--- src/rtl/sprite_draw_scheduler.sv ---
// Purpose: frame-rate scheduler sharing one VGA framebuffer write port between N drawing engines.
// Latency: engine x/y/color/wren reach the VGA port combinationally (zero cycles) while granted.
// Backpressure: one engine at a time via start/done; ticks arriving mid-pass are dropped and flagged.
module sprite_draw_scheduler #(
  parameter int N_CLIENTS = 4,
  parameter int FRAME_DIV = 833333,
  parameter int TIMEOUT   = 255
) (
  input  logic                   clk,
  input  logic                   resetn,
  input  logic [N_CLIENTS-1:0]   enable_mask,
  input  logic [N_CLIENTS-1:0]   cl_done,
  input  logic [8*N_CLIENTS-1:0] cl_x,
  input  logic [7*N_CLIENTS-1:0] cl_y,
  input  logic [3*N_CLIENTS-1:0] cl_color,
  input  logic [N_CLIENTS-1:0]   cl_wren,
  output logic [N_CLIENTS-1:0]   cl_start,
  output logic [7:0]             vga_x,
  output logic [6:0]             vga_y,
  output logic [2:0]             vga_color,
  output logic                   vga_wren,
  output logic                   frame_tick,
  output logic                   busy,
  output logic                   overrun,
  output logic [N_CLIENTS-1:0]   timeout_err
);

  localparam int CNT_W = 20;
  localparam int TMO_W = 8;
  localparam int SEL_W = 4;

  typedef enum logic [2:0] {
    S_IDLE,
    S_SCAN,
    S_START,
    S_WAIT,
    S_RELEASE
  } state_t;

  state_t                 state_q, state_d;
  logic [SEL_W-1:0]       sel_q, sel_d;
  logic [N_CLIENTS-1:0]   mask_q, mask_d;
  logic [CNT_W-1:0]       cnt_q, cnt_d;
  logic [TMO_W-1:0]       tmo_q, tmo_d;
  logic [N_CLIENTS-1:0]   start_q, start_d;
  logic                   overrun_q, overrun_d;
  logic [N_CLIENTS-1:0]   terr_q, terr_d;

  // One-hot of the selected engine; all zero once sel has run past the last engine.
  logic [N_CLIENTS-1:0]   sel_oh;
  logic                   mask_sel;
  logic                   done_sel;
  logic                   grant;

  assign sel_oh   = N_CLIENTS'(1) << sel_q;
  assign mask_sel = |(mask_q & sel_oh);
  assign done_sel = |(cl_done & sel_oh);
  assign grant    = (state_q == S_START) || (state_q == S_WAIT) || (state_q == S_RELEASE);

  assign frame_tick  = (cnt_q == CNT_W'(FRAME_DIV - 1));
  // Busy covers the cycle in which the tick is accepted, so an empty pass spans N+2 cycles.
  assign busy        = (state_q != S_IDLE) || frame_tick;
  assign cl_start    = start_q;
  assign overrun     = overrun_q;
  assign timeout_err = terr_q;

  // Free-running frame divider, wraps at FRAME_DIV-1.
  always_comb begin
    cnt_d = cnt_q + CNT_W'(1);
    if (frame_tick) begin
      cnt_d = '0;
    end
  end

  // Scheduler next-state: walk engines in ascending order, one start/done handshake each.
  always_comb begin
    state_d   = state_q;
    sel_d     = sel_q;
    mask_d    = mask_q;
    tmo_d     = tmo_q;
    start_d   = start_q;
    terr_d    = terr_q;
    // A tick seen outside IDLE is dropped; only the sticky flag remembers it.
    overrun_d = overrun_q | (frame_tick && (state_q != S_IDLE));
    case (state_q)
      S_IDLE: begin
        if (frame_tick) begin
          mask_d  = enable_mask;
          sel_d   = '0;
          state_d = S_SCAN;
        end
      end
      S_SCAN: begin
        if (sel_q == SEL_W'(N_CLIENTS)) begin
          state_d = S_IDLE;
        end else if (mask_sel) begin
          state_d = S_START;
        end else begin
          sel_d = sel_q + SEL_W'(1);
        end
      end
      S_START: begin
        start_d = sel_oh;
        tmo_d   = '0;
        state_d = S_WAIT;
      end
      S_WAIT: begin
        if (done_sel) begin
          start_d = '0;
          state_d = S_RELEASE;
        end else if (tmo_q == TMO_W'(TIMEOUT)) begin
          start_d = '0;
          terr_d  = terr_q | sel_oh;
          state_d = S_RELEASE;
        end else begin
          tmo_d = tmo_q + TMO_W'(1);
        end
      end
      S_RELEASE: begin
        // No timeout here: an engine that never drops done stalls the scheduler.
        if (!done_sel) begin
          sel_d   = sel_q + SEL_W'(1);
          state_d = S_SCAN;
        end
      end
      default: begin
        state_d = S_IDLE;
      end
    endcase
  end

  // Granted-engine mux to the VGA adapter; non-granted writes are discarded.
  always_comb begin
    vga_x     = '0;
    vga_y     = '0;
    vga_color = '0;
    vga_wren  = 1'b0;
    if (grant) begin
      for (int i = 0; i < N_CLIENTS; i++) begin
        if (sel_oh[i]) begin
          vga_x     = cl_x[8*i +: 8];
          vga_y     = cl_y[7*i +: 7];
          vga_color = cl_color[3*i +: 3];
          vga_wren  = cl_wren[i];
        end
      end
    end
  end

  // State registers; async reset drops starts and grant immediately.
  always_ff @(posedge clk or negedge resetn) begin
    if (!resetn) begin
      state_q   <= S_IDLE;
      sel_q     <= '0;
      mask_q    <= '0;
      cnt_q     <= '0;
      tmo_q     <= '0;
      start_q   <= '0;
      overrun_q <= 1'b0;
      terr_q    <= '0;
    end else begin
      state_q   <= state_d;
      sel_q     <= sel_d;
      mask_q    <= mask_d;
      cnt_q     <= cnt_d;
      tmo_q     <= tmo_d;
      start_q   <= start_d;
      overrun_q <= overrun_d;
      terr_q    <= terr_d;
    end
  end

endmodule

--- config.mk ---
export PLATFORM = sky130hd
export DESIGN_NAME = sprite_draw_scheduler
export DESIGN_NICKNAME = d
export VERILOG_FILES = /design/src/rtl/sprite_draw_scheduler.sv
export SDC_FILE = /design/constraint.sdc
export NUM_CORES = 1
export LEC_CHECK = 0
export CORE_MARGIN = 2
export CORE_UTILIZATION = 28
export DETAILED_ROUTE_END_ITERATION = 12
export PLACE_DENSITY = 0.51
export SYNTH_ARGS = -nofsm -noshare
export SYNTH_HDL_FRONTEND = slang
export SYNTH_SLANG_ARGS = --single-unit
--- constraint.sdc ---
create_clock -name clk -period 7.3 [get_ports clk]
set_input_delay 1.095 -clock clk [delete_from_list [all_inputs] [get_ports clk]]
set_output_delay 1.095 -clock clk [all_outputs]
set_load 0.02 [all_outputs]
# After elaboration in Yosys (flattened, before gate mapping)
# Index checks and enable logic that the tools add are counted.
[word_totals] inputBits=86 output_inout_bits=30 memories=0 mem_bits_ro=0 mem_bits_rw=0 latchBits=0 wordCells=87 register_bits=48
[classes] n_reduce_logical=16 n_mul=0 order_cmp=0 div=0 addsub=3 eq_ne=15 mux=39 bitwise_logic=5 shifts=1
[op_table] cell="two-way mux 8 bit" count=7
[op_table] cell="two-way mux 7 bit" count=5
[op_table] cell="two-way mux 3 bit" count=11
[op_table] cell="two-way mux 4 bit" count=6
[op_table] cell="adder 20 x 1 -> 20 bit, second input constant" count=1
[op_table] cell="equality test 20 bit, second input constant" count=1
[op_table] cell="two-way mux 20 bit" count=1
[op_table] cell="case mux 8 bit (2 select lines)" count=1
[op_table] cell="case mux 3 bit (5 select lines)" count=1
[op_table] cell="inequality test 2 bit, second input constant" count=6
[op_table] cell="case mux 4 bit (3 select lines)" count=1
[op_table] cell="adder 8 x 1 -> 8 bit, second input constant" count=1
[op_table] cell="AND 4 bit" count=2
[op_table] cell="equality test 8 bit, second input constant" count=1
[op_table] cell="case mux 4 bit (2 select lines)" count=1
[op_table] cell="OR reduction 4 bit" count=2
[op_table] cell="equality test 3 x 2 -> 1 bit, second input constant" count=2
[op_table] cell="AND reduction 3 bit" count=2
[op_table] cell="nonzero test 3 bit" count=2
[op_table] cell="two-way mux 1 bit" count=5
[op_table] cell="AND reduction 5 bit" count=1
[op_table] cell="adder 4 x 1 -> 4 bit, second input constant" count=1
[op_table] cell="equality test 4 x 3 -> 1 bit, second input constant" count=1
[op_table] cell="OR 4 bit" count=1
[op_table] cell="other kinds (13)" count=16

# Logic depth before layout (Yosys ltp)
# Gate-level depths: netlist of run 1.
[logic_depth] word_depth=6 mapped_depth=9 mapped_depth_nobuf=7

# Least setup slack after synthesis of run 1
# OpenSTA, ideal clock, no wires.
[synth_path] path_type="reg2out" startpoint="reg cnt_q[0]" endpoint="out frame_tick" slack_ns=4.570 required_ns=6.205 path_buffers=1 arrival_ns=1.635 stages_incl_launch_ff=7 path_cell_list="dfrtp_1 inv_1 ha_1 nand4bb_1 or3_1 nor2_4 buf_1"
[synth_via] elab_chain_len=1
[synth_lines] item="from (decl)" line="43" text="logic [CNT_W-1:0] cnt_q, cnt_d;"
[synth_lines] item="from (signal assigned)" line="165" text="cnt_q <= cnt_d;"
[synth_lines] item="equality test 20 bit" line="60" text="assign frame_tick = (cnt_q == CNT_W'(FRAME_DIV - 1));"
[synth_lines] item="to (decl)" line="22" text="output logic frame_tick,"
# No other way between the ends.

# Worst setup path in the final report of run 1
[layout_path] startpoint="reg sel_q[0]" endpoint="out vga_x[2]"
[layout_via] elab_chain_len=6
[layout_lines] item="from (decl)" line="41" text="logic [SEL_W-1:0] sel_q, sel_d;"
[layout_lines] item="from (signal assigned)" line="163" text="sel_q <= sel_d;"
[layout_lines] item="left shift 1 x 4 -> 4 bit *" line="55" text="assign sel_oh = N_CLIENTS'(1) << sel_q;"
[layout_lines] item="two-way mux 8 bit (3 in a row)" line="140" text="if (sel_oh[i]) begin"
[layout_lines] item="two-way mux 8 bit *" line="140"
[layout_lines] item="two-way mux 8 bit *" line="138" text="if (grant) begin"
[layout_lines] item="to (decl)" line="18" text="output logic [7:0] vga_x,"
# Every way passes the cells marked *; elsewhere a longest branch is shown, timed or not.

==> flow_summary.toml, run 1 <==
[worst_setup_path]
critical_path_arrival_ps = 3070
critPathLaunch = "sel_q[0]"
worstReg2RegStart = "sel_q[0]"
worstPathRequired_ps = 6200
critical_path_class = "flip-flop to output pin"
endpoint_kind = "output pin"
cp_max_fo = 31
start_kind = "flip-flop"

[placement]
dp_hpwl_um = 6950
place_congestion = 0.771
io_buffers = 115

[grt]
grt_use_total_pct = 16.1
met3_usage_pct = 3.81
grt_first_pass_wirelength_um = 14800
use_met1_pct = 21.2
globalRouteOverflowTotal = 0
grt_pass1_vias = 2794
grtUsageMet2_pct = 27.3
top_usage_layer = "met2"
grt_max_degree = 49
grt_antenna_before_repair = 0

[sta]
fmax_mhz = 240
setup_violations = 0
skew_ps = 5.80
setup-tns-final_ps = 0
finalHoldViolations = 0
slew_headroom_pct = 32.2
timing.final.crit_share_pct = 57.1
rsz0062_at_grt = "no"
period_minus_slack_ps = 4170
tightest_slew_ps = 1010
slew_viol_final = 0

[yosys]
seq_area_frac_synth_pct = 40.0
synthTopCellsByArea = "dfrtp_1 (40%), nor2_1 (8.8%), mux2i_1 (8.0%)"
yosysMostFrequentCell = "nor2_1"
syn_nets = 418
synth_ff_type = "dfrtp_1"
ys_async_sr_fraction_pct = 100
synth_edf_count = 0
synth_largest_area_cell = "dfrtp_1"
synthCells = 327
avgSynthCellArea_sq_um = 9.18
netlist_area_sq_um = 3000
synth_top_area_share_pct = 40.0
ys_ff_latch = 48
synthTopCellsByCount = "nor2_1 (70), dfrtp_1 (48), mux2i_1 (24)"
ys_types = 51
ys_warn_count = 0

[layout]
final_nets = 528
insertedDiodeCount = 0
drive_gt1_share_pct = 6.62
n_fill_cell = 1054
syn2layout_area_growth_pct = 47.6

[power]
fin_total_pwr_mw = 1.38
ir_drop_uv = 150
powerDensity_nw_per_um2 = 312
leakagePower_nw = 1.88

[detailed_routing]
drc = 0
wl_per_cell_um = 16.4
drt-total-wl_um = 9420
ant_nets = 0
dr.pass1.iters = 4
viasPerCell = 4.96
num_vias = 2846
dr.first_iter.drc_count = 105

[clock_tree]
clock_latency_ps = 310
cts_setup_buffers = 0
numCtsBuffers = 5
root_buffer = "clkbuf_8"
h-tree-depth = 2
cts.reportedPaths.clkPinSlew_ps = 90
cts_tree = "built"
cts_max_path_buffers = 2
cts_resized = 0
hold_buffers = 0
clock_sinks = 48

[floorplan]
die_w_um = 108
die_h_um = 108
start_util_pct = 28.9
rows = 37
coreArea_sq_um = 10400
dieArea_sq_um = 11600
io-pin-count = 116

[worst_hold_path]
min-delay-start = "timeout_err[3]"
hold_class = "flip-flop to flip-flop"

[flow_run]
maxCapViolations = 0

[run_status]
outcome = "complete, no violations"
==> sequential cells by signal (all words and copies together), names as in the netlist <==
name         count
cl_start         4
cnt_q           20
mask_q           4
overrun          1
sel_q            4
state_q          3
timeout_err      4
tmo_q            8
==> metrics by stage <==
stage	instances	area [sq um]	util, %	hold WS [ps]	setup WS (ps)
2_1_floorplan	327	3000	-	443	4570
3_3_place_gp	566	4310	41.6	446	3520
3_5_place_dp	566	4310	41.6	449	3470
4_1_cts	574	4430	42.7	477	3120
5_1_grt	574	4430	42.7	490	2890
6_report	574	4430	42.7	469	3130
==> placed cells by master, fill, tap and decap left out, types with 7 or more instances in the layout <==
master and count:
and3_1 8, clkdlybuf4s50_1 114, nor2_1 70, nand2_1 15, inv_1 7, dfrtp_1 48
nand3_1 13, xnor2_1 12, o21ai_0 8, a221oi_1 19, mux2i_1 24
==> final cells by class <==
type | instances | area (sq um) | share of cell area, %
flip-flops and latches | 48 | 1200 | 27.1
multi-input cells | 255 | 1730 | 39.0
inverters | 7 | 26.3 | 0.593
repair buffers | 120 | 1180 | 26.7
well taps | 136 | 170 | 3.84
clock inverters | 2 | 38.8 | 0.875
clock buffers | 6 | 82.6 | 1.86
==> layer usage <==
layer | vias up | wire length, um
met4 | 0 | 41
met1 | 1365 | 4250
met3 | 6 | 590
met2 | 69 | 4530
met5 | - | 0
li1 | 1406 | -
==> kinds of logic (layout without fill, tap and decap cells) <==
logic type | count (synthesis) | count (layout) | synth area share [%]
muxes | 31 | 31 | 10.6
adders and majority gates | 5 | 5 | 2.08
AOI/OAI and AO/OA | 60 | 60 | 16.4
xor gates and xnor gates | 18 | 18 | 5.25
buffers and inverters | 24 | 135 | 3.08
and+or+nand+nor | 141 | 141 | 22.6
DFF | 48 | 48 | 40.0
==> final timing paths <==
check,slack (ps),depth (start not counted),endpoint
setup / recovery,3130,6,vga_x[2]
hold / removal,470,1,timeout_err[3]
setup reg to reg,4510,7,sel_q[1]
hold reg to reg,470,1,timeout_err[3]
max in group asynchronous,6000,2,sel_q[2]
min in group asynchronous,860,2,tmo_q[4]
==> critical path, stage by stage (launching register included) <==
cell and delay, ps:
dfrtp_1 370, buf_4 280, nor4b_2 940, buf_4 340
a221oi_1 110, nor2_1 110, clkdlybuf4s50_1 610
==> power by group <==
group | total [mW] | leakage [nW] | internal (mW) | switching [mW]
Clock | 0.207 | 0.0614 | 0.112 | 0.0953
Combinational | 0.801 | 1.19 | 0.368 | 0.433
Sequential | 0.375 | 0.628 | 0.308 | 0.0672
Total | 1.38 | 1.88 | 0.788 | 0.596
(Power assumes the default switching activity.)
==> inputs of run 2 (changes only) <==
clock period = 4 ns   (was 7.3 ns; I/O delays follow)
==> flow_summary.toml, run 2 (synthesized netlist as in run 1, its figures left out) <==
[layout]
insertedDiodeCount = 0
top_register = "cnt_q"
ff_latch_area_sq_um = 1200
reg_top3 = "cnt_q (20), tmo_q (8)"
layout_commonest_cell = "clkdlybuf4s50_1"
largest_register_ffs = 20
n_fill_cell = 1032
drive_gt1_share_pct = 7.05
mostFrequentLayoutCells = "clkdlybuf4s50_1 (114), nor2_1 (70), dfrtp_1 (48), mux2i_1 (24), a221oi_1 (19)"
syn2layout_area_growth_pct = 48.7
multiInputGateArea_sq_um = 1730
stdcell_count = 576
final_nets = 530

[flow_run]
maxCapViolations = 0

[sta]
rsz0062_at_grt = "no"
finalHoldViolations = 0
slew_headroom_pct = 39.8
skew_ps = 14.9
setup-tns-final_ps = 0
setup_violations = 0
slew_viol_final = 0
timing.final.crit_share_pct = 80.4
period_minus_slack_ps = 3210
fmax_mhz = 311
tightest_slew_ps = 903

[worst_setup_path]
max_stage_delay_ps = 760
worstPathCellList = "or3_1 > nor2_1 > a221oi_1 > nor2_1 > clkdlybuf4s50_1"
critPathSlowestCell = "or3_1"
worstReg2RegStart = "sel_q[0]"
start_kind = "flip-flop"
r2r-end = "timeout_err[1]"
endpoint_kind = "output pin"
critical_path_class = "flip-flop to output pin"
cp_max_fo = 23
critical_path_arrival_ps = 2610
worstPathRequired_ps = 3400
r2r_cells = 6
reg2reg_setup_slack_ps = 1530
path_common_cell = "nor2_1"

[floorplan]
die_w_um = 108
rows = 37
start_util_pct = 28.9
coreArea_sq_um = 10400
die_h_um = 108
io-pin-count = 116
dieArea_sq_um = 11600

[detailed_routing]
ant_nets = 0
viasPerCell = 4.99
drc = 0
wl_per_cell_um = 16.5
num_vias = 2877
dr.pass1.iters = 5
drt-total-wl_um = 9530
dr.first_iter.drc_count = 173

[clock_tree]
cts_resized = 0
cts_tree = "built"
cts.reportedPaths.clkPinSlew_ps = 100
clock_sinks = 48
cts_setup_buffers = 0
hold_buffers = 0
clock_latency_ps = 300
cts_max_path_buffers = 2
h-tree-depth = 2
root_buffer = "clkbuf_8"
numCtsBuffers = 5

[power]
ir_drop_uv = 295
powerDensity_nw_per_um2 = 578
p_int_mw = 1.49
fin_total_pwr_mw = 2.58
share_comb_of_total_power_pct = 57.0
p_seq_share_pct = 26.5
p_sw_mw = 1.09
p_sw_share_pct = 42.3
p_clk_share_pct = 16.5
leakagePower_nw = 1.90

[grt]
grt_first_pass_wirelength_um = 15200
grt_max_degree = 28
grt_use_total_pct = 16.5
grt_pass1_vias = 2863
grt_antenna_before_repair = 0
globalRouteOverflowTotal = 0

[run_status]
outcome = "complete, no violations"

[placement]
dp_hpwl_um = 7150
place_congestion = 0.788
io_buffers = 115
dpl.cell_count = 568

[worst_hold_path]
hold_class = "input port to async pin"
-- run 2: cell count changes in the layout (fill, tap and decap cells not counted) --
cell / delta
clkbuf_8: -1
buf_4: +2
inv_6: +1
clkinv_4: -1
bufinv_16: +1
-- run 2: cell type report --
type / instances / share of cell area (%)
flip-flops and latches: 48 / 26.9
clock inverters: 3 / 1.54
inverters: 7 / 0.589
multi-input cells: 255 / 38.7
clock buffers: 5 / 1.54
well taps: 136 / 3.81
repair buffers: 122 / 26.9
-- run 2: critical path: cells and delay by family (launching register included) --
family          cells  cell delay [ps]
compound gates      1              270
buf+inv             1              550
flops               1              530
simple gates        3              950
-- run 2: power by group through the flow --
stage | logic (mW) | clock network, mW | registers, mW
floorplan | 0.968 | 0 | 0.648
global placement | 1.48 | 0 | 0.685
detailed placement | 1.49 | 0 | 0.691
CTS | 1.49 | 0.442 | 0.681
global route | 1.62 | 0.466 | 0.704
finish | 1.47 | 0.426 | 0.684
-- run 2: worst max-delay path by stage --
stage          startpoint        to  slack, ps  cells past startpoint
6_report         sel_q[3]  vga_y[0]        790                      5
3_5_place_dp     sel_q[3]  vga_y[0]       1090                      5
2_1_floorplan    sel_q[0]  sel_q[0]       1420                      9
4_1_cts          sel_q[3]  vga_y[0]        720                      5
3_3_place_gp     sel_q[3]  vga_y[6]       1140                      5
5_1_grt          sel_q[3]  vga_x[2]        510                      5
-- run 2: layer usage --
metal,global-route usage (%),wire (um)
met4,1.92,29
met2,27.9,4550
met1,22.5,4410
met3,3.15,540
met5,0,0
-- run 2: through the flow --
stage	area (sq um)	utilization (%)	worst slack, ps	hold WS [ps]
2_1_floorplan	3000	-	1420	304
3_3_place_gp	4330	41.7	1140	440
3_5_place_dp	4330	41.7	1090	444
4_1_cts	4460	43.0	720	278
5_1_grt	4460	43.0	505	288
6_report	4460	43.0	785	260
==> inputs of run 3 (changes only) <==
PLACE_DENSITY = 0.53   (was 0.51)
clock period = 2.8 ns   (was 4 ns; I/O delays follow)
==> flow_summary.toml, run 3 (synthesized netlist as in run 1, its figures left out) <==
[power]
p_clk_share_pct = 11.2
ir_drop_uv = 416
fin_total_pwr_mw = 3.54
powerDensity_nw_per_um2 = 791
p_seq_share_pct = 27.2
p_sw_mw = 1.53
leakagePower_nw = 1.96
share_comb_of_total_power_pct = 61.6
p_sw_share_pct = 43.2
p_int_mw = 2.01

[clock_tree]
clock_sinks = 48
cts_max_path_buffers = 2
clock_latency_ps = 290
cts.reportedPaths.clkPinSlew_ps = 90
h-tree-depth = 2
cts_tree = "built"
numCtsBuffers = 5
hold_buffers = 0
root_buffer = "clkbuf_8"

[layout]
final_core_util_pct = 43.2
final_nets = 537
insertedDiodeCount = 0
drive_gt1_share_pct = 8.28
largest_register_ffs = 20
reg_top3 = "cnt_q (20), tmo_q (8)"
final_area_sq_um = 4480
syn2layout_area_growth_pct = 49.2
top_register = "cnt_q"
layout_commonest_cell = "clkdlybuf4s50_1"
mostFrequentLayoutCells = "clkdlybuf4s50_1 (110), nor2_1 (70), dfrtp_1 (47), mux2i_1 (24), a221oi_1 (19)"

[detailed_routing]
drc = 0
viasPerCell = 4.89
drt-total-wl_um = 9250
num_vias = 2852
wl_per_cell_um = 15.9
dr.first_iter.drc_count = 89
dr.pass1.iters = 4
ant_nets = 0

[worst_setup_path]
r2r-end = "sel_q[2]"
start_kind = "flip-flop"
reg2reg_setup_slack_ps = 430
critical_path_class = "flip-flop to output pin"
cp_max_fo = 15
critical_path_arrival_ps = 2250
worstPathRequired_ps = 2380
endpoint_kind = "output pin"
worstReg2RegStart = "sel_q[0]"
r2r_cells = 8

[grt]
grt_use_total_pct = 15.8
grt_antenna_before_repair = 0
grt_pass1_vias = 2800
globalRouteOverflowTotal = 0
grt_max_degree = 35
grt_first_pass_wirelength_um = 14700

[placement]
dp_hpwl_um = 7140
io_buffers = 115
place_congestion = 0.823
place_area_sq_um = 4380

[sta]
slew_viol_final = 0
timing.final.crit_share_pct = 95.5
setup_violations = 0
setup-tns-final_ps = 0
slew_headroom_pct = 52.0
skew_ps = 9.61
rsz0062_at_grt = "no"
hold-worst-slack_ps = 8.64
period_minus_slack_ps = 2670
tightest_slew_ps = 713
fmax_mhz = 374
finalHoldViolations = 0

[floorplan]
io-pin-count = 116
die_w_um = 108
dieArea_sq_um = 11600
rows = 37
die_h_um = 108
coreArea_sq_um = 10400
start_util_pct = 28.9

[worst_hold_path]
hold_class = "input port to async pin"

[run_status]
outcome = "complete, no violations"

[flow_run]
maxCapViolations = 0
## run 3: final cells by class
| class | count | area, sq um |
|---|---|---|
| clock buffer | 7 | 76.3 |
| clock inverter | 1 | 8.76 |
| sequential | 48 | 1200 |
| fill | 1049 | 5890 |
| tap | 136 | 170 |
| timing repair buffer | 129 | 1260 |
| inverter | 7 | 26.3 |
| multi-input combinational | 255 | 1730 |
## run 3: power by group through the flow
stage / clock network, mW / registers [mW] / logic (mW)
2_1_floorplan: 0 / 0.926 / 1.38
3_3_place_gp: 0 / 0.967 / 2.19
3_5_place_dp: 0 / 0.970 / 2.20
4_1_cts: 0.422 / 0.958 / 2.21
5_1_grt: 0.443 / 0.988 / 2.39
6_report: 0.398 / 0.962 / 2.18
## run 3: worst max-delay path, cell delays in order, from the launching register on
cell	delay (ps)
dfrtp_1	480
or3_1	400
buf_4	200
nor2_1	110
a221oi_1	50
nor2_1	100
clkdlybuf4s50_1	620
## run 3: per-layer routing
metal  up-vias  track usage (%)  wire, um
met5         -                0         0
met3        10             2.66       498
met2        82             26.5      4440
met4         0             3.57       127
met1      1335             21.4      4190
li1       1425                -         -
## run 3: worst max path at each step
stage          startpoint       end  slack [ps]  depth (start not counted)
2_1_floorplan    sel_q[0]  sel_q[0]         220                          9
3_3_place_gp     sel_q[0]  sel_q[2]         420                          8
3_5_place_dp     cnt_q[0]      busy         420                          6
4_1_cts          cnt_q[0]      busy          60                          6
5_1_grt          sel_q[3]  vga_x[3]         0.6                          6
6_report         sel_q[3]  vga_x[0]         130                          6
## run 3: stage by stage
| step | instances | setup slack (ps) |
|---|---|---|
| floorplan | 327 | 219 |
| CTS | 583 | 58.5 |
| global placement | 575 | 419 |
| global route | 583 | 0.640 |
| detailed placement | 575 | 420 |
| finish | 583 | 127 |
## run 3: repair_timing
action / 4_1_cts / 5_1_grt
resized for setup: 0 / 6
setup endpoints to repair: 0 / 7
buffers inserted: 0 / 0
==> patch 1, RTL diff (settings of run 3) <==
The 5 states of `state_t` get a one-hot encoding in 5 bits.
--- a/src/rtl/sprite_draw_scheduler.sv
+++ b/src/rtl/sprite_draw_scheduler.sv
@@ -31,8 +31,8 @@
 
-  typedef enum logic [2:0] {
-    S_IDLE,
-    S_SCAN,
-    S_START,
-    S_WAIT,
-    S_RELEASE
+  typedef enum logic [4:0] {
+    S_IDLE    = 5'b00001,
+    S_SCAN    = 5'b00010,
+    S_START   = 5'b00100,
+    S_WAIT    = 5'b01000,
+    S_RELEASE = 5'b10000
   } state_t;
Formal check against the unedited RTL: same outputs for any inputs over 10 cycles, from zero or initial values and one cycle with resetn low; not proved beyond that.
==> patch 1 against run 3 <==
  * Area after synthesis grew 4.6%
  * Routed wire length is 5.3% higher
  * Sequential cell count up 2
  * Worst setup slack worse by 16 ps
  * Design area increased by 4.3%
  * Register-to-register slack better by 210 ps
  * Synthesized cell count shrank 0.92%
  * Critical path type unchanged
Power is not compared: it rests on default switching activity, and its combinational part moved more than twofold at a synthesized area within 25%.
==> patch 1: results (changes against run 3) <==
critical_path:
  crit_arrival_ps: 2270  # +20 ps
  rr_worst_depth: 7  # -1
  worstReg2RegEnd: "sel_q[1]$_DFFE_PN0P_"
  slowest_delay_ps: 630
  worstReg2RegStart: "sel_q[1]$_DFFE_PN0P_"
  cp_max_fo: 22  # +7
  rrSetupSlack_ps: 640  # +210 ps
clock_network:
  clk_latency_ps: 310  # +20 ps
  cts_buffer_depth: 2  # unchanged
  cts_setup_buffers: 0  # unchanged
  htree_levels: 2  # unchanged
  path_clk_slew_ps: 90  # about the same
worst_hold_path:
  holdCritPathClass: "primary input to async pin"
finish:
  final_nets: 533  # -0.74%
  largestRegisters: "cnt_q (20), tmo_q (8), state_q (5)"
  drive_above_1_share_pct: 12.9  # +4.6 points
global_route:
  antenna_found_initial: 0  # unchanged
  grt_max_degree: 27  # -23%
  grt_pass1_wl_um: 14900  # +1.8%
  track_usage_pct: 15.8  # about the same
  grt_pass1_vias: 2951  # +5.4%
pwr:
  p_leak_nw: 1.97
placed_design:
  placed_cell_area_um2: 4540  # +3.7%
  dpl.hpwl_um: 7440  # +4.2%
  gp_congestion: 0.779  # -5.3%
  dp_slack_ps: 7.66  # -412 ps
timing:
  final.min_clock_period_ps: 2690  # +16.0 ps
  skew_ps: 11.3  # +1.69 ps
  slew_headroom_pct: 58.9  # +6.9 points
routing:
  drcViolationCount: 0  # unchanged
  vias_per_cell: 5.14  # +5.1%
  first_iter_violations: 190  # +110%
  wl_um: 9740  # +5.3%
  ant_nets: 0  # unchanged
outcome:
  status: "complete, no violations"
yosys:
  ys_seq_area_share_pct: 39.9  # -0.12 points
  synthDistinctLibCells: 52  # +2.0%
  synthTopCellsByCount: "49 x dfrtp_1, 45 x nor2_1, 26 x nand3_1"
  yosys-top-cells-area: "dfrtp_1 39%, mux2_2 6.5%, a222oi_1 5.7%"
  syn_nets: 415  # -0.72%
-- patch 1: changes by cell type after synthesis, sizes merged, moves of 4 or more --
cell    change
clkbuf      -5
a21o        -4
nand2       +8
mux2       +16
nor2       -27
a221oi     -19
buf         +5
a222oi     +18
xor2        +6
mux2i      -13
nand3      +13
-- patch 1: logic make-up after synthesis --
kind of cell,after synthesis,share of synthesized area (%)
buffers and inverters,26,3.43
multiplexers,34,11.9
AO/OA/AOI/OAI,47,13.0
XOR/XNOR,21,5.86
adder cells (fa/ha/maj),5,1.99
flip-flops,50,39.9
AND/OR/NAND/NOR,141,24.0
-- patch 1: metrics by stage --
step,instances,hold WS [ps]
floorplan,324,124
global placement,575,450
detailed placement,575,458
CTS,583,142
global route,583,161
finish,583,125
-- patch 1: critical path, delay by kind of cell, from the launching register on --
family,cells,cell delay [ps]
and+or+nand+nor,2,360
DFF,1,480
buffers and inverters,3,1030
AOI/OAI and AO/OA,1,90
-- patch 1: metal layers --
metal,GRT usage [%],up-vias,routed length [um]
met5,0,-,0
met4,4.07,0,111
met3,4.15,7,943
met2,29.0,111,4870
met1,18.1,1453,3820
li1,-,1426,-
-- patch 1: worst max path at each step --
| stage | start | to |
|---|---|---|
| floorplan | sel_q[0]$_DFFE_PN0P_ | sel_q[0]$_DFFE_PN0P_ |
| global placement | sel_q[2]$_DFFE_PN0P_ | vga_x[6] |
| detailed placement | sel_q[2]$_DFFE_PN0P_ | vga_x[6] |
| CTS | cnt_q[11]$_DFF_PN0_ | frame_tick |
| global route | sel_q[0]$_DFFE_PN0P_ | vga_y[3] |
| finish | sel_q[3]$_DFFE_PN0P_ | vga_y[4] |
-- patch 1: final cells by class --
cell class | count | area, um^2
timing repair buffer | 128 | 1290
clock inverter | 1 | 30.0
multi-input combinational | 248 | 1800
fill | 1090 | 6220
tap | 140 | 175
inverter | 9 | 33.8
sequential | 50 | 1250
clock buffer | 7 | 86.3
-- patch 1: power groups by stage --
| stage | logic (mW) | clock network, mW | registers [mW] |
|---|---|---|---|
| final | 0.153 | 0.524 | 0.726 |
| after global routing | 0.165 | 0.581 | 0.726 |
| after CTS | 0.156 | 0.550 | 0.726 |
| after detailed placement | 0.155 | 0 | 0.740 |
| after global placement | 0.153 | 0 | 0.740 |
| after floorplan | 0.0166 | 0 | 0.740 |
-- patch 1: timing repair --
| item | 4_1_cts | 5_1_grt |
|---|---|---|
| hold buffers | 0 | 0 |
| resized for setup | 3 | 6 |
| setup endpoints to repair | 2 | 12 |
| hold endpoints to repair | 0 | 0 |
==> patch 2, RTL diff (settings of run 3) <==
Without the edit above. Change the localparam `TMO_W` from 8 to 12.
--- a/src/rtl/sprite_draw_scheduler.sv
+++ b/src/rtl/sprite_draw_scheduler.sv
@@ -28,3 +28,3 @@
   localparam int CNT_W = 20;
-  localparam int TMO_W = 8;
+  localparam int TMO_W = 12;
   localparam int SEL_W = 4;
Formal check against the unedited RTL: same outputs for any inputs over 10 cycles, from zero or initial values and one cycle with resetn low; that may be too few to reach the edited logic, so the function may still have changed.
==> patch 2 against run 3 <==
  * Synthesized cell count is 5.2% higher
  * Critical path depth shrank 1
  * Sequential power shrank 2%
  * Routed wire length up 9.0%
  * Global-route usage increased by 0.39 points
  * Clock skew barely moved
  * Power grew 0.98%
  * Count of clock-buffer cells in the layout shrank 2
  * Worst setup slack worse by 28 ps
  * Area after synthesis up 7.1%
  * Die area rose by 6.9%
  * Largest power group unchanged
  * Sequential cell count increased by 4
  * Design area is 6.8% higher
  * Maximum frequency down 1.0%
==> patch 2: results (changes against run 3) <==
timing:
  skew_ps: 9.28  # -0.330 ps
  holdWs_ps: 120  # +111 ps
  finalHoldViolations: 0  # unchanged
  max_freq_ghz: 0.370  # -1.0%
  tightest_slew_ps: 588  # -125 ps
pwr:
  total_power_mw: 3.58  # +0.98%
  p_int_mw: 2.06  # +2.5%
  p_leak_nw: 2.09  # +6.4%
  vdd_drop_max_mv: 0.315  # -24%
  combinationalPowerShare_pct: 56.2  # -5.4 points
  p_seq_share_pct: 26.5  # -0.7 points
yosys:
  synth_adder_area_share_pct: 1.95  # -0.14 points
  syn_nets: 435  # +4.1%
  syn_avg_cell_area_um2: 9.35  # +1.8%
  synth_compound_area_share_pct: 22.1  # +5.7 points
  ys_seq_area_share_pct: 40.5  # +0.45 points
  muxShareOfSynthArea_pct: 4.12  # -6.5 points
  yosys-top-cells-area: "dfrtp_1 40%, a222oi_1 5.9%, nand2_1 5.0%"
  synth_xor_area_share_pct: 3.81  # -1.4 points
  synthTopCellsByCount: "52 x dfrtp_1, 43 x nand2_1, 26 x a21oi_1"
  synthDistinctLibCells: 60  # +18%
critical_path:
  rr_worst_depth: 6  # -2
  rrSetupSlack_ps: 540  # +110 ps
  cp_max_fo: 21  # +6
  cp-endpoint: "vga_x[6]"
  critPathLaunch: "sel_q[3]$_DFFE_PN0P_"
  crit_family: "buffers and inverters"
  worstReg2RegStart: "sel_q[0]$_DFFE_PN0P_"
  crit_arrival_ps: 2280  # +30 ps
  worstReg2RegEnd: "tmo_q[9]$_DFFE_PN0P_"
  slowest_delay_ps: 620  # about the same
routing:
  first_iter_violations: 266  # +200%
  dr.pass1.iters: 6  # +2
  vias_per_cell: 5.32  # +8.8%
  wl_um: 10100  # +9.0%
  vias: 3216  # +13%
finish:
  drive_above_1_share_pct: 11.1  # +2.8 points
  largestRegisters: "cnt_q (20), tmo_q (12)"
  antenna_cells: 0  # unchanged
  final_nets: 551  # +2.6%
clock_network:
  cts_buffer_depth: 2  # unchanged
  htree_levels: 2  # unchanged
  cts_buffers: 5  # unchanged
  ctsRootBufferMaster: "clkbuf_16"
  path_clk_slew_ps: 70  # -20 ps
  cts_setup_buffers: 0  # unchanged
outcome:
  status: "complete, no violations"
placed_design:
  dp_slack_ps: 255  # -165 ps
  gp_congestion: 0.873  # +6.2%
  placed_cell_area_um2: 4600  # +5.1%
  dp_cells: 596  # +3.7%
  dpl.hpwl_um: 7510  # +5.1%
global_route:
  grt_max_degree: 26  # -26%
  track_usage_pct: 16.2  # +0.39 points
  antenna_found_initial: 0  # unchanged
  grt_pass1_wl_um: 16800  # +14%
  grt_pass1_vias: 3275  # +17%
## patch 2: metal layers
metal / part of all wire [%] / track usage (%) / vias up
li1: - / - / 1542
met1: 46 / 21.5 / 1575
met2: 49 / 27.7 / 89
met3: 3.7 / 2.73 / 10
met4: 1.6 / 3.95 / 0
met5: 0 / 0 / -
## patch 2: layout make-up
type | instances | area [um^2]
timing repair buffer | 128 | 1310
clock inverter | 3 | 21.3
clock buffer | 5 | 125
tap | 143 | 179
multi-input combinational | 264 | 1810
inverter | 9 | 33.8
fill | 1163 | 6540
sequential | 52 | 1310
## patch 2: cells by family after synthesis
group | count (synthesis)
compound gates | 95
xor+xnor | 14
fa+ha+maj | 5
buf+inv | 28
flops | 52
mux | 12
simple gates | 138
## patch 2: repair_timing
| item | in CTS | in global routing |
|---|---|---|
| hold buffers | 0 | 0 |
| endpoints found under the setup margin | 1 | 20 |
| resized for setup | 1 | 14 |
| endpoints found under the hold margin | 0 | 0 |
